[src/rtl/pipe_stall_ctrl.sv]
// rtl/pipe_stall_ctrl.sv - central stall/flush controller for the 5-stage MIPS32 pipeline
//
// Purpose:
//   Arbitrates stall requests from ID (load-use) and EX (busy, multi-cycle ops),
//   sequences fixed-latency multi-cycle EX operations with a down-counter and
//   produces the per-stage stall vector plus the flush/redirect for the pipeline.
//
// Optional feature macro: STALL_PERF_EN (stall performance counter on stall_cnt).
//
// Ports:
//   clk              in   system clock, rising edge
//   rst              in   synchronous active-high reset
//   stallreq_from_id in   ID load-use stall request (level)
//   stallreq_from_ex in   EX busy stall request (level)
//   ex_mc_start      in   pulse, EX starts a multi-cycle op
//   ex_mc_cycles     in   latency N of that op (0 treated as 1)
//   flush_req        in   exception/redirect request from MEM
//   new_pc_i         in   redirect target for flush_req
//   stall            out  {WB,MEM,EX,ID,IF,PC} stall vector
//   flush            out  clear all pipeline registers this cycle
//   new_pc           out  redirect PC while flush=1, else 0
//   mc_done          out  one-cycle pulse, multi-cycle op complete
//   busy             out  FSM is in MC_WAIT
//   stall_cnt        out  stall performance counter (0 without STALL_PERF_EN)

module pipe_stall_ctrl #(
  parameter int CNT_W = 6
) (
  input  logic             clk,
  input  logic             rst,
  input  logic             stallreq_from_id,
  input  logic             stallreq_from_ex,
  input  logic             ex_mc_start,
  input  logic [CNT_W-1:0] ex_mc_cycles,
  input  logic             flush_req,
  input  logic [31:0]      new_pc_i,
  output logic [5:0]       stall,
  output logic             flush,
  output logic [31:0]      new_pc,
  output logic             mc_done,
  output logic             busy,
  output logic [31:0]      stall_cnt
);

  localparam logic [5:0]       STALL_EX   = 6'b001111;
  localparam logic [5:0]       STALL_ID   = 6'b000111;
  localparam logic [5:0]       STALL_NONE = 6'b000000;
  localparam logic [CNT_W-1:0] CNT_ONE    = {{(CNT_W-1){1'b0}}, 1'b1};

  typedef enum logic [0:0] {
    RUN     = 1'b0,
    MC_WAIT = 1'b1
  } state_t;

  state_t           state, state_nx;
  logic [CNT_W-1:0] cnt, cnt_nx;
  logic [CNT_W-1:0] mc_n;
  logic             mc_done_nx;
  logic             ex_stall;

  // State register
  always_ff @(posedge clk) begin
    if (rst) begin
      state   <= RUN;
      cnt     <= '0;
      mc_done <= 1'b0;
    end else begin
      state   <= state_nx;
      cnt     <= cnt_nx;
      mc_done <= mc_done_nx;
    end
  end

  // Next-state logic
  always_comb begin
    state_nx   = state;
    cnt_nx     = cnt;
    mc_done_nx = 1'b0;
    // A zero latency would otherwise never complete; run it as a 1-cycle op.
    mc_n       = (ex_mc_cycles == '0) ? CNT_ONE : ex_mc_cycles;

    if (flush_req) begin
      // Abort anything in flight; no completion pulse follows.
      state_nx = RUN;
      cnt_nx   = '0;
    end else begin
      case (state)
        RUN: begin
          if (ex_mc_start) begin
            if (mc_n == CNT_ONE) begin
              mc_done_nx = 1'b1;
            end else begin
              cnt_nx   = mc_n - CNT_ONE;
              state_nx = MC_WAIT;
            end
          end
        end
        MC_WAIT: begin
          // cnt<=1 rather than ==1 so a corrupted zero count cannot wrap.
          if (cnt <= CNT_ONE) begin
            cnt_nx     = '0;
            state_nx   = RUN;
            mc_done_nx = 1'b1;
          end else begin
            cnt_nx = cnt - CNT_ONE;
          end
        end
        default: begin
          state_nx = RUN;
          cnt_nx   = '0;
        end
      endcase
    end
  end

  // Output logic: Mealy, the pipeline registers consume these in the same cycle.
  assign ex_stall = (state == MC_WAIT) || ((state == RUN) && ex_mc_start) || stallreq_from_ex;

  always_comb begin
    stall  = STALL_NONE;
    flush  = 1'b0;
    new_pc = 32'h0;
    if (rst) begin
      stall  = STALL_NONE;
    end else if (flush_req) begin
      flush  = 1'b1;
      new_pc = new_pc_i;
    end else if (ex_stall) begin
      stall  = STALL_EX;
    end else if (stallreq_from_id) begin
      stall  = STALL_ID;
    end
  end

  assign busy = (state == MC_WAIT);

`ifdef STALL_PERF_EN
  logic [31:0] perf_q;

  // Counts PC-stall cycles, saturating; flush does not touch it.
  always_ff @(posedge clk) begin
    if (rst) begin
      perf_q <= 32'h0;
    end else if (stall[0] && (perf_q != 32'hFFFF_FFFF)) begin
      perf_q <= perf_q + 32'h1;
    end
  end

  assign stall_cnt = perf_q;
`else
  assign stall_cnt = 32'h0;
`endif

endmodule

[config.mk]
export PLATFORM = sky130hd
export DESIGN_NAME = pipe_stall_ctrl
export DESIGN_NICKNAME = d
export VERILOG_FILES = /design/src/rtl/pipe_stall_ctrl.sv
export SDC_FILE = /design/constraint.sdc
export NUM_CORES = 1
export LEC_CHECK = 0
export BUFFER_PORTS_ARGS = -buffer_cell sky130_fd_sc_hd__buf_2
export CELL_PAD_IN_SITES_DETAIL_PLACEMENT = 1
export CELL_PAD_IN_SITES_GLOBAL_PLACEMENT = 1
export CORE_UTILIZATION = 22
export CTS_CLUSTER_SIZE = 25
export DETAILED_ROUTE_END_ITERATION = 10
export PLACE_DENSITY_LB_ADDON = 0.1
export SYNTH_ARGS = -nofsm -noshare
export SYNTH_HDL_FRONTEND = slang
export SYNTH_SLANG_ARGS = --single-unit
[constraint.sdc]
create_clock -name clk -period 1.9 [get_ports clk]
set_input_delay 0.19 -clock clk [delete_from_list [all_inputs] [get_ports clk]]
set_output_delay 0.19 -clock clk [all_outputs]
set_load 0.005 [all_outputs]
==> flow_summary.yaml <==
floorplanning:
  boundaryPins: 117
  initial_core_util_pct: 23.5
  die_h_um: 74.2
  fp.dieW_um: 74.2
  core-area_um2: 4880
  rows: 25
  fp.dieArea_um2: 5510
synthesis:
  syn_inst: 151
  synthTopCellsByArea: "buf_4 (24%), and2_1 (17%), dfxtp_1 (14%)"
  yosysSeqAreaShare_pct: 14.0
  yosysTopAreaCell: "buf_4"
  synth_xor_area_share_pct: 1.53
  synth_cell_types: 44
  netlist_area_um2: 1150
  yosys.area.top_type_share_pct: 23.6
  synth-simple-area-share_pct: 31.2
  synth_fa_ha_area_share_pct: 4.36
  ys_ff_latch: 8
  synth-compound-area-share_pct: 20.1
  synthMuxAreaShare_pct: 1.74
  syn_avg_cell_area_um2: 7.60
  synth_top_family_by_area: "simple AND/OR/NAND/NOR gates"
  yosys_warnings: 0
detailed_routing:
  drt_pass1_iterations: 3
  wl_per_cell_um: 11.6
  wirelength_mm: 3.51
  ant_nets: 0
  drtIter0Drc: 21
  viasPerCell: 4.06
  remaining_drc_errors: 0
  vias: 1229
power:
  p_switching_mw: 0.214
  p_leak_nw: 0.887
  pwr_density_cell_nw_per_um2: 415
  clkPwrFrac_pct: 33.1
  pwr-share-seq_pct: 28.2
  power.internal_mw: 0.440
  ir_drop_mv: 0.188
  p_comb_share_pct: 38.7
  fin_total_pwr_mw: 0.654
  p_sw_share_pct: 32.8
final_layout:
  nets: 286
  utilization_pct: 32.3
  antenna_cells: 0
  area_growth_pct: 37.5
  layout-drive-gt1-share_pct: 42.8
sta:
  fin_crit_ns: 1.59
  hold_violations: 0
  maxSlewViolCount: 0
  fin_crit_sh_pct: 83.5
  setup_tns_ns: 0
  whs_ns: 0.287
  skew_ns: 0.00390
  rsz0062_at_grt: "no"
  setup_violations: 0
  timing.fmax_mhz: 630
setup_path:
  cpMaxStageDelayCell: "dfxtp_1"
  crit_type: "reg2out"
  crit_path_max_fanout: 6
  cp_cell_sequence: "buf_4 > nor3_1 > nor2_1 > a21o_1 > buf_2"
  start_kind: "flip-flop"
  end_kind: "output pin"
  worst_path_largest_cell_delay_ns: 0.38
  cp.arrival_ns: 1.40
  worstPathRequired_ns: 1.71
cts:
  tritoncts: "built"
  cts_resized: 0
  postCtsHoldBufs: 0
  cts_sinks: 8
  cts_setup_buffers: 0
  worstSkewPairLatency_ns: 0.23
  numCtsBuffers: 3
  root_buffer: "clkbuf_8"
  clock_path_buffers: 2
  clk_pin_slew_ns: 0.05
  htreeDepth: 1
grt:
  grt_pass1_vias: 1142
  overflow: 0
  grt_start_max_net_pins: 34
  grt_usage_pct: 12.2
  grt_pass1_wl_mm: 5.23
  antenna_found_initial: 0
place:
  gp_congestion: 0.696
  dp_hpwl_mm: 3.05
  portBuffers: 82
hold_path:
  worst_hold_path_type: "in2reg"
run:
  maxCapViolCount: 0
outcome:
  status: "finished, final reports clean"
## cell usage in the layout, fill, tap and decap left out, types with 2 or more instances in the layout
cell type,instances
or3_1,2
buf_4,8
o32a_1,2
nor2_1,5
nand3_1,2
and2_1,32
a211oi_1,2
ha_1,4
inv_1,5
xnor2_1,2
dfxtp_1,8
nor3_1,2
buf_2,82
o21bai_1,2
o31ai_1,2
o21ai_0,4
nand2_1,5
clkbuf_8,3
a21oi_1,4
conb_1,34
mux2i_1,2
## kinds of logic (layout without fill, tap and decap cells)
family,after synthesis,count (layout)
compound gates,30,30
xor+xnor,2,2
fa+ha+maj,4,4
buf+inv,46,98
flops,8,8
mux,2,2
other cells,1,34
simple gates,58,58
## per-stage QoR
step / cell area (µm²) / setup WS (ns) / cells
2_1_floorplan: 1270 / 0.254 / 184
3_3_place_gp: 1540 / 0.136 / 300
3_5_place_dp: 1540 / 0.0781 / 300
4_1_cts: 1580 / 0.282 / 303
5_1_grt: 1580 / 0.181 / 303
6_report: 1580 / 0.313 / 303
## state kept, by name, indices dropped and copies added, names as in the netlist
signal and count:
busy 1, cnt 6, mc_done 1
## cell type report
type,instances,area (µm²)
fillers,642,3300
multi-input cells,130,803
repair buffers,90,470
flip-flops and latches,8,160
well taps,67,83.8
clock buffers,3,41.3
inverters,5,18.8
## power groups by stage
stage / registers [mW] / logic [mW] / clock network [mW]
after floorplan: 0.185 / 0.185 / 0
after global placement: 0.188 / 0.257 / 0
after detailed placement: 0.188 / 0.256 / 0
after CTS: 0.185 / 0.257 / 0.220
after global routing: 0.186 / 0.286 / 0.227
final: 0.184 / 0.253 / 0.216
## per-layer routing
metal  track usage, %  share of wire, %  wire length [µm]  vias up
li1                 -                 -                 -      616
met1             14.8                40              1410      541
met2             21.8                50              1770       68
met3             3.12               8.6               301        4
met4             2.52              0.91                32        0
met5                0                 0                 0        -
## critical path, delay by kind of cell (launching register included)
kind / cells / cell delay, ns
AOI/OAI and AO/OA: 1 / 0.18
and+or+nand+nor: 2 / 0.29
buffers and inverters: 2 / 0.31
DFF: 1 / 0.38
## worst paths after layout
kind | from | to | slack, ns | cells past startpoint
max | busy | stall[1] | 0.31 | 5
min | flush_req | cnt[5] | 0.29 | 3
max reg2reg | cnt[1] | cnt[4] | 0.33 | 6
min reg2reg | cnt[2] | cnt[2] | 0.50 | 2
## synth_stat cells
cell type	n
buf_4	36
and2_1	32
dfxtp_1	8
clkbuf_1	5
inv_1	5
nand2_1	5
nor2_1	5
a21oi_1	4
ha_1	4
o21ai_0	4
a211oi_1	2
mux2i_1	2
nand3_1	2
nor3_1	2
o21bai_1	2
o31ai_1	2
o32a_1	2
or3_1	2
xnor2_1	2
a21bo_2	1
a21boi_2	1
a21o_1	1
a2bb2oi_1	1
a31o_2	1
a31oi_1	1
and3_1	1
conb_1	1
nand2b_1	1
nand3b_1	1
nand4_1	1
nor2b_1	1
nor3b_1	1
nor4_4	1
o2111a_1	1
o211a_1	1
o211ai_1	1
o211ai_2	1
o21a_1	1
o22a_1	1
o22ai_1	1
o41ai_1	1
or2_2	1
or3b_2	1
or4_4	1
No activity file was read; power rests on OpenSTA's default activity.
